[src/rtl/iob_soc_opencryptolinux_iob_arbiter_if.sv]
// Bus bundle around the IOb arbiter: N requester ports plus the single shared slave port.
// Signal suffixes are taken from the arbiter's point of view.
interface iob_soc_opencryptolinux_iob_arbiter_if #(
    parameter int unsigned ADDR_W    = 32,
    parameter int unsigned DATA_W    = 32,
    parameter int unsigned N_MASTERS = 2
);
    localparam int unsigned STRB_W = DATA_W / 8;

    // requester side
    logic [N_MASTERS-1:0]        m_avalid_i;
    logic [N_MASTERS*ADDR_W-1:0] m_addr_i;
    logic [N_MASTERS*DATA_W-1:0] m_wdata_i;
    logic [N_MASTERS*STRB_W-1:0] m_wstrb_i;
    logic [N_MASTERS-1:0]        m_ready_o;
    logic [N_MASTERS-1:0]        m_rvalid_o;
    logic [DATA_W-1:0]           m_rdata_o;

    // shared slave side
    logic                        s_avalid_o;
    logic [ADDR_W-1:0]           s_addr_o;
    logic [DATA_W-1:0]           s_wdata_o;
    logic [STRB_W-1:0]           s_wstrb_o;
    logic                        s_ready_i;
    logic                        s_rvalid_i;
    logic [DATA_W-1:0]           s_rdata_i;

    // arbiter view
    modport slave (
        input  m_avalid_i, m_addr_i, m_wdata_i, m_wstrb_i,
        output m_ready_o, m_rvalid_o, m_rdata_o,
        output s_avalid_o, s_addr_o, s_wdata_o, s_wstrb_o,
        input  s_ready_i, s_rvalid_i, s_rdata_i
    );

    // environment view (requesters and the downstream slave)
    modport master (
        output m_avalid_i, m_addr_i, m_wdata_i, m_wstrb_i,
        input  m_ready_o, m_rvalid_o, m_rdata_o,
        input  s_avalid_o, s_addr_o, s_wdata_o, s_wstrb_o,
        output s_ready_i, s_rvalid_i, s_rdata_i
    );
endinterface

[src/rtl/iob_soc_opencryptolinux_iob_arbiter.sv]
// Round-robin arbiter sharing one IOb slave port among N_MASTERS requesters.
// One transaction in flight; reads hold the grant until rvalid, writes release on acceptance.
module iob_soc_opencryptolinux_iob_arbiter #(
    parameter int unsigned ADDR_W    = 32,
    parameter int unsigned DATA_W    = 32,
    parameter int unsigned N_MASTERS = 2
) (
    input  logic                                     clk_i,
    input  logic                                     rst_n_i,
    input  logic                                     cke_i,
    iob_soc_opencryptolinux_iob_arbiter_if.slave     bus,
    output logic [N_MASTERS-1:0]                     grant_o,
    output logic                                     busy_o
);
    localparam int unsigned STRB_W = DATA_W / 8;
    localparam int unsigned PTR_W  = $clog2(N_MASTERS);

    typedef enum logic [1:0] {
        ST_IDLE   = 2'd0,
        ST_REQ    = 2'd1,
        ST_RDWAIT = 2'd2
    } state_t;

    state_t               state_q, state_d;
    logic [N_MASTERS-1:0] grant_q, grant_d;
    logic [PTR_W-1:0]     sel_q, sel_d;
    logic [PTR_W-1:0]     rr_ptr_q, rr_ptr_d;
    logic [PTR_W-1:0]     rr_ptr_next;

    logic                 g_avalid;
    logic [ADDR_W-1:0]    g_addr;
    logic [DATA_W-1:0]    g_wdata;
    logic [STRB_W-1:0]    g_wstrb;

    logic                 found;
    logic [PTR_W:0]       cand;
    logic [PTR_W-1:0]     idx;

    assign grant_o     = grant_q;
    assign busy_o      = (state_q != ST_IDLE);
    // the master just served drops to lowest priority
    assign rr_ptr_next = (sel_q == PTR_W'(N_MASTERS - 1)) ? '0 : sel_q + PTR_W'(1);

    // Select the granted master's request fields.
    always_comb begin
        g_avalid = 1'b0;
        g_addr   = '0;
        g_wdata  = '0;
        g_wstrb  = '0;
        for (int k = 0; k < N_MASTERS; k++) begin
            if (grant_q[k]) begin
                g_avalid = bus.m_avalid_i[k];
                g_addr   = bus.m_addr_i[k*ADDR_W +: ADDR_W];
                g_wdata  = bus.m_wdata_i[k*DATA_W +: DATA_W];
                g_wstrb  = bus.m_wstrb_i[k*STRB_W +: STRB_W];
            end
        end
    end

    // Next-state, arbitration and bus outputs.
    always_comb begin
        state_d        = state_q;
        grant_d        = grant_q;
        sel_d          = sel_q;
        rr_ptr_d       = rr_ptr_q;
        found          = 1'b0;
        cand           = '0;
        idx            = '0;
        bus.s_avalid_o = 1'b0;
        bus.s_addr_o   = '0;
        bus.s_wdata_o  = '0;
        bus.s_wstrb_o  = '0;
        bus.m_ready_o  = '0;
        bus.m_rvalid_o = '0;
        bus.m_rdata_o  = '0;

        case (state_q)
            ST_IDLE: begin
                // first requester at or above rr_ptr, wrapping
                for (int unsigned i = 0; i < N_MASTERS; i++) begin
                    cand = {1'b0, rr_ptr_q} + (PTR_W+1)'(i);
                    if (cand >= (PTR_W+1)'(N_MASTERS)) begin
                        cand = cand - (PTR_W+1)'(N_MASTERS);
                    end
                    idx = cand[PTR_W-1:0];
                    if (!found && bus.m_avalid_i[idx]) begin
                        found        = 1'b1;
                        grant_d      = '0;
                        grant_d[idx] = 1'b1;
                        sel_d        = idx;
                    end
                end
                if (found) begin
                    state_d = ST_REQ;
                end
            end
            ST_REQ: begin
                bus.s_avalid_o = g_avalid;
                bus.s_addr_o   = g_addr;
                bus.s_wdata_o  = g_wdata;
                bus.s_wstrb_o  = g_wstrb;
                bus.m_ready_o  = grant_q & {N_MASTERS{bus.s_ready_i & g_avalid}};
                if (!g_avalid) begin
                    // requester withdrew before acceptance: drop it, keep priority
                    state_d = ST_IDLE;
                    grant_d = '0;
                end else if (bus.s_ready_i) begin
                    if (|g_wstrb) begin
                        state_d  = ST_IDLE;
                        grant_d  = '0;
                        rr_ptr_d = rr_ptr_next;
                    end else begin
                        state_d = ST_RDWAIT;
                    end
                end
            end
            ST_RDWAIT: begin
                bus.m_rvalid_o = grant_q & {N_MASTERS{bus.s_rvalid_i}};
                bus.m_rdata_o  = bus.s_rdata_i;
                if (bus.s_rvalid_i) begin
                    state_d  = ST_IDLE;
                    grant_d  = '0;
                    rr_ptr_d = rr_ptr_next;
                end
            end
            default: begin
                state_d = ST_IDLE;
                grant_d = '0;
            end
        endcase
    end

    // State registers: synchronous reset wins over the clock enable.
    always_ff @(posedge clk_i) begin
        if (!rst_n_i) begin
            state_q  <= ST_IDLE;
            grant_q  <= '0;
            sel_q    <= '0;
            rr_ptr_q <= '0;
        end else if (cke_i) begin
            state_q  <= state_d;
            grant_q  <= grant_d;
            sel_q    <= sel_d;
            rr_ptr_q <= rr_ptr_d;
        end
    end
endmodule

[src/flat_wrapper.sv]
// flat-port wrapper written by rule: the top's interface ports become plain ports
module iob_soc_opencryptolinux_iob_arbiter_flat 
#(
    parameter int unsigned ADDR_W    = 32,
    parameter int unsigned DATA_W    = 32,
    parameter int unsigned N_MASTERS = 2
)
  (clk_i, rst_n_i, cke_i, grant_o, busy_o, bus_m_avalid_i, bus_m_addr_i, bus_m_wdata_i, bus_m_wstrb_i, bus_m_ready_o, bus_m_rvalid_o, bus_m_rdata_o, bus_s_avalid_o, bus_s_addr_o, bus_s_wdata_o, bus_s_wstrb_o, bus_s_ready_i, bus_s_rvalid_i, bus_s_rdata_i);
  iob_soc_opencryptolinux_iob_arbiter_if #(.ADDR_W(ADDR_W), .DATA_W(DATA_W), .N_MASTERS(N_MASTERS)) bus_i ();
  input  logic clk_i;
  input  logic rst_n_i;
  input  logic cke_i;
  output logic [N_MASTERS-1:0] grant_o;
  output logic busy_o;
  input wire logic [$bits(bus_i.m_avalid_i)-1:0] bus_m_avalid_i;
  input wire logic [$bits(bus_i.m_addr_i)-1:0] bus_m_addr_i;
  input wire logic [$bits(bus_i.m_wdata_i)-1:0] bus_m_wdata_i;
  input wire logic [$bits(bus_i.m_wstrb_i)-1:0] bus_m_wstrb_i;
  output wire logic [$bits(bus_i.m_ready_o)-1:0] bus_m_ready_o;
  output wire logic [$bits(bus_i.m_rvalid_o)-1:0] bus_m_rvalid_o;
  output wire logic [$bits(bus_i.m_rdata_o)-1:0] bus_m_rdata_o;
  output wire logic [$bits(bus_i.s_avalid_o)-1:0] bus_s_avalid_o;
  output wire logic [$bits(bus_i.s_addr_o)-1:0] bus_s_addr_o;
  output wire logic [$bits(bus_i.s_wdata_o)-1:0] bus_s_wdata_o;
  output wire logic [$bits(bus_i.s_wstrb_o)-1:0] bus_s_wstrb_o;
  input wire logic [$bits(bus_i.s_ready_i)-1:0] bus_s_ready_i;
  input wire logic [$bits(bus_i.s_rvalid_i)-1:0] bus_s_rvalid_i;
  input wire logic [$bits(bus_i.s_rdata_i)-1:0] bus_s_rdata_i;
  assign bus_i.m_avalid_i = bus_m_avalid_i;
  assign bus_i.m_addr_i = bus_m_addr_i;
  assign bus_i.m_wdata_i = bus_m_wdata_i;
  assign bus_i.m_wstrb_i = bus_m_wstrb_i;
  assign bus_m_ready_o = bus_i.m_ready_o;
  assign bus_m_rvalid_o = bus_i.m_rvalid_o;
  assign bus_m_rdata_o = bus_i.m_rdata_o;
  assign bus_s_avalid_o = bus_i.s_avalid_o;
  assign bus_s_addr_o = bus_i.s_addr_o;
  assign bus_s_wdata_o = bus_i.s_wdata_o;
  assign bus_s_wstrb_o = bus_i.s_wstrb_o;
  assign bus_i.s_ready_i = bus_s_ready_i;
  assign bus_i.s_rvalid_i = bus_s_rvalid_i;
  assign bus_i.s_rdata_i = bus_s_rdata_i;
  iob_soc_opencryptolinux_iob_arbiter #(.ADDR_W(ADDR_W), .DATA_W(DATA_W), .N_MASTERS(N_MASTERS)) u_core (.clk_i(clk_i), .rst_n_i(rst_n_i), .cke_i(cke_i), .bus(bus_i), .grant_o(grant_o), .busy_o(busy_o));
endmodule
[config.mk]
export PLATFORM = sky130hd
export DESIGN_NAME = iob_soc_opencryptolinux_iob_arbiter_flat
export DESIGN_NICKNAME = d
export VERILOG_FILES = /design/src/rtl/iob_soc_opencryptolinux_iob_arbiter_if.sv /design/src/rtl/iob_soc_opencryptolinux_iob_arbiter.sv /design/src/flat_wrapper.sv
export SDC_FILE = /design/constraint.sdc
export NUM_CORES = 1
export LEC_CHECK = 0
export CAP_MARGIN = 30
export CELL_PAD_IN_SITES_DETAIL_PLACEMENT = 2
export CELL_PAD_IN_SITES_GLOBAL_PLACEMENT = 2
export CORE_AREA = 8 8 133 135
export CTS_CLUSTER_SIZE = 20
export DETAILED_ROUTE_END_ITERATION = 16
export DIE_AREA = 0 0 141 143
export GPL_TIMING_DRIVEN = 1
export PLACE_DENSITY_LB_ADDON = 0.1
export SLEW_MARGIN = 20
export SYNTH_ARGS = -nofsm -noshare
export SYNTH_HDL_FRONTEND = slang
export SYNTH_SLANG_ARGS = --single-unit
[constraint.sdc]
create_clock -name clk_i -period 2.15 [get_ports clk_i]
set_input_delay 0.43 -clock clk_i [delete_from_list [all_inputs] [get_ports clk_i]]
set_output_delay 0.43 -clock clk_i [all_outputs]
set_load 0.01 [all_outputs]
# After elaboration in Yosys (flattened, before gate mapping)
# Index checks and enable logic that the tools add are counted.
# totals
register_bits	6
input_bits	175
output_inout_bits	108
# classes
n_addsub	4
order_cmp	6
eq_ne	10
muxes	51
n_bitwise	3
reduce_logical	13
# op_table
cell	count
$mux 32	7
$mux 1	24
$mux 2	12
$mux 4	3
$pmux 2 s3	2
$ne 2x1->1 const B	3
$ne 3x3->1 const B	2
$reduce_and 6->1	1
$reduce_bool 2->1	3
$reduce_and 5->1	1
$and 2x2->2	2
$lt 1x2->1 const B	2
$ne 2x2->1 const B	2
$reduce_and 4->1	1
$reduce_or 4->1	1
$logic_and 1x1->1	3
$ne 3x1->1 const B	1
$reduce_and 3->1	1
$add 1x1->2 const B	1
$demux 1 s1	2
$eq 2x1->1 const B	1
$eq 2x2->1 const B	1
$ge 1x1->1 const B	2
$ge 1x2->1 const B	1
7 further kinds	8

# Depth between registers and ports, before layout
# depth
word_depth	13
depth_mapped	6
mapped_depth_nobuf	4

# Worst setup path before layout
# OpenSTA, ideal clock, no wires.
# synth_path
path_kind	reg-to-output
from	reg u_core.grant_q[0] (netlist: u_core.grant_o[0])
to	out bus_s_wdata_o[14]
arrival_ps	1254
required_ps	1720
slack_ps	466
stages_incl_launch_ff	7
path_cell_list	dfxtp_1 > nor2b_1 > buf_2 > buf_4 > buf_2 > a22oi_1 > nor2_1
# synth_via
elab_chain_len	3
# synth_rtl
element	line_no	text
start, declared	iob_soc_opencryptolinux_iob_arbiter.sv:25	logic [N_MASTERS-1:0] grant_q, grant_d;
start signal, assigned	iob_soc_opencryptolinux_iob_arbiter.sv:142	grant_q <= grant_d;
$mux 32 (2 in series)	iob_soc_opencryptolinux_iob_arbiter.sv:51	if (grant_q[k]) begin
$mux 32	iob_soc_opencryptolinux_iob_arbiter.sv:77	case (state_q)
end, declared	flat_wrapper.sv:24	output wire logic [$bits(bus_i.s_wdata_o)-1:0] bus_s_wdata_o;
# No other way between the ends.

# Final worst setup path
# layout_path
from	reg u_core.state_q[0]
to	out bus_m_rdata_o[22]
# layout_via
elab_chain_len	2
# layout_rtl
element	line_no	text
start, declared	iob_soc_opencryptolinux_iob_arbiter.sv:24	state_t state_q, state_d;
start signal, assigned	iob_soc_opencryptolinux_iob_arbiter.sv:141	state_q <= state_d;
$eq 2x2->1	iob_soc_opencryptolinux_iob_arbiter.sv:77	
$mux 32	iob_soc_opencryptolinux_iob_arbiter.sv:77	
end, declared	flat_wrapper.sv:21	output wire logic [$bits(bus_i.m_rdata_o)-1:0] bus_m_rdata_o;
# No other way between the ends.

==> results.py <==
metrics = {
    "synth": {
        "synth_area_um2": 1540,
        "synth_area_per_cell_um2": 6.17,
        "yosys-top-cells-area": "a22oi_1 33%, nor2_1 17%, and2_1 14%",
        "synth_top_area_share_pct": 33.2,
        "yosys_register_bits": 6,
        "seq_area_frac_synth_pct": 7.82,
        "synth_cell_types": 34,
        "synth_nets": 424,
        "yosys_warnings": 0,
        "netlist_instances": 249,
        "synth_top_cell_by_area": "a22oi_1",
    },
    "grt": {
        "grt-busiest-layer": "met2",
        "grt_pass1_wl_mm": 20.6,
        "use_met1_pct": 13.4,
        "grt_use_met2_pct": 25.6,
        "gr-total-overflow": 0,
        "antenna_found_initial": 0,
        "grt_max_degree": 40,
        "globalRouteTotalUtil_pct": 13.1,
        "grt_use_met3_pct": 3.61,
        "first_global_vias": 3465,
    },
    "worst_setup_path": {
        "worstPathMaxFanout": 18,
        "startpoint_type": "register",
        "critical_path_required_ps": 1720,
        "crit_path_end_kind": "primary output",
        "crit_arrival_ps": 1660,
        "path_class": "reg2out",
        "reg2reg_depth": 6,
        "rrSetupSlack_ps": 560,
    },
    "route": {
        "viasPerCell": 4.09,
        "ant_nets": 0,
        "wl_mm": 14.5,
        "vias": 3031,
        "drc": 0,
        "wl_per_cell_um": 19.5,
        "drt_iter0_markers": 83,
        "dr.pass1.iters": 4,
    },
    "timing": {
        "worst_pin_slew_ps": 319,
        "final.period_utilization_pct": 97.2,
        "maxSlewViolCount": 0,
        "max_freq_mhz": 478,
        "hold_viol": 0,
        "clock_skew_ps": 4.14,
        "finalWorstSetupSlack_ps": 59.5,
        "rsz0062_at_grt": "false",
        "maxSlewHeadroom_pct": 78.5,
        "setup_viol": 0,
        "period_needed_ps": 2090,
        "timing.hold.ws_ps": 483,
    },
    "clocking": {
        "clkSlewWorstSetupHoldPaths_ps": 40,
        "cts_tree": "yes",
        "htreeDepth": 1,
        "cts_buffers": 3,
        "cts_hold_buf": 0,
        "clockBufferDepth": 2,
        "cts.sinks": 6,
        "clkLatencyLatePin_ps": 230,
        "cts_root_buffer": "clkbuf_16",
    },
    "cells_and_area": {
        "utilization_pct": 30.4,
        "drive_above_1_share_pct": 6.10,
        "area_delta_synth_final_pct": 209,
        "fin_nets": 702,
        "diodes": 0,
    },
    "placement": {
        "dpl_worst_slack_ps": -424,
        "port_buffers": 282,
        "gp_congestion": 0.757,
        "hpwl_mm": 12.2,
    },
    "run": {
        "maxCapViolCount": 0,
    },
    "floorplan": {
        "io_pins": 283,
        "dieArea_um2": 20200,
        "fp-row-count": 46,
        "start_util_pct": 9.85,
        "die_height_um": 143,
        "core_area_um2": 15600,
        "die_w_um": 141,
    },
    "pwr": {
        "peakVddDrop_mv": 0.174,
        "powerDensity_nw_per_um2": 208,
        "leakage_nw": 2.12,
        "total_power_uw": 989,
    },
    "hold_path": {
        "min_delay_path_depth": 2,
        "hold_class": "reg2reg",
    },
    "status": {
        "status": "finished, final reports clean",
    },
}
## cell usage after synthesis
cell / count
nand3b_1: 1
and3_1: 3
nor2b_1: 2
o21ai_0: 6
buf_2: 12
or3_1: 1
and2b_1: 1
nand4bb_1: 1
buf_4: 1
nor4_1: 1
a21boi_0: 1
a21boi_1: 1
nand2_1: 2
a211oi_4: 1
dfxtp_1: 6
o41ai_1: 1
a21oi_1: 6
nor2_1: 68
inv_1: 2
nand2b_4: 1
clkbuf_1: 13
nand4b_1: 1
nor3b_1: 1
a211oi_1: 1
a22oi_1: 68
o21ai_1: 1
or2_2: 1
buf_6: 1
and2_1: 34
o21a_1: 1
o221ai_2: 1
nor3_1: 3
mux2i_1: 1
nand2b_1: 4
## placed cells by master (no fill, tap or decap), types with 2 or more instances in the layout
cell type        instances
clkdlybuf4s50_1        194
dlygate4sd2_1           78
a22oi_1                 68
nor2_1                  68
and2_1                  34
buf_4                   10
dlymetal6s2s_1           8
buf_12                   7
a21oi_1                  6
o21ai_0                  6
nand2b_1                 4
clkbuf_16                4
dfxtp_1                  4
and3_1                   3
nor3_1                   3
inv_1                    2
clkbuf_2                 2
## final cells by class
type                            instances  area, um^2
Fill cell                            1850       10900
Timing Repair Buffer                  300        2980
Multi-Input combinational cell        214        1290
Clock buffer                            3        75.1
Tap cell                              216         270
Inverter                                2        7.51
Sequential cell                         6         125
## critical path: stages (launching register included)
cell	delay, ps
dfxtp_4	360
and2b_2	250
buf_12	140
and2_1	140
clkdlybuf4s50_1	540
## power breakdown
part           total, mW  internal [mW]  switching (mW)  leakage [nW]
Sequential         0.123          0.116         0.00664        0.0499
Clock              0.303          0.239          0.0644        0.0370
Combinational      0.563          0.373           0.190          2.03
## logic make-up (layout without fill, tap and decap cells)
logic type | after synthesis | after routing | synth area share (%)
compound gates | 88 | 88 | 42.3
simple gates | 125 | 125 | 40.5
mux | 1 | 1 | 0.651
buf+inv | 29 | 305 | 8.80
flops | 6 | 6 | 7.82
## per-layer routing
metal / routed length (um) / part of all wire, % / vias up
met5: 0 / 0 / -
met4: 249 / 1.7 / 0
met2: 7920 / 55 / 119
met3: 1000 / 6.9 / 12
li1: - / - / 1448
met1: 5310 / 37 / 1452
## state kept, by name, summed over array words and instances (netlist names)
name / flops
u_core.rr_ptr_q: 1
u_core.state_q: 2
u_core.sel_q: 1
u_core.grant_o: 2
## worst paths after layout
| path | from | end |
|---|---|---|
| worst max register to register | u_core.state_q[0]$_SDFFE_PN0P_ | u_core.rr_ptr_q$_SDFFE_PN0P_ |
| worst min-delay path | u_core.rr_ptr_q$_SDFFE_PN0P_ | u_core.rr_ptr_q$_SDFFE_PN0P_ |
| worst min register to register | u_core.rr_ptr_q$_SDFFE_PN0P_ | u_core.rr_ptr_q$_SDFFE_PN0P_ |
| worst max-delay path | u_core.state_q[0]$_SDFFE_PN0P_ | bus_m_rdata_o[22] |
## metrics by stage
stage	TNS [ps]	instance area [um^2]	instances
3_3_place_gp	-959	4720	736
3_5_place_dp	-954	4720	736
5_1_grt	0	4750	741
6_report	0	4750	741
2_1_floorplan	0	1540	249
4_1_cts	0	4700	739
## what timing repair did
item                                    CTS  global route
endpoints found under the setup margin  105            28
gates cloned                              0             1
setup buffers                             0             1
hold endpoints to repair                  0             0
pin swaps                                 0             0
gates resized for setup                  82            14
No activity file was read; power rests on OpenSTA's default activity.
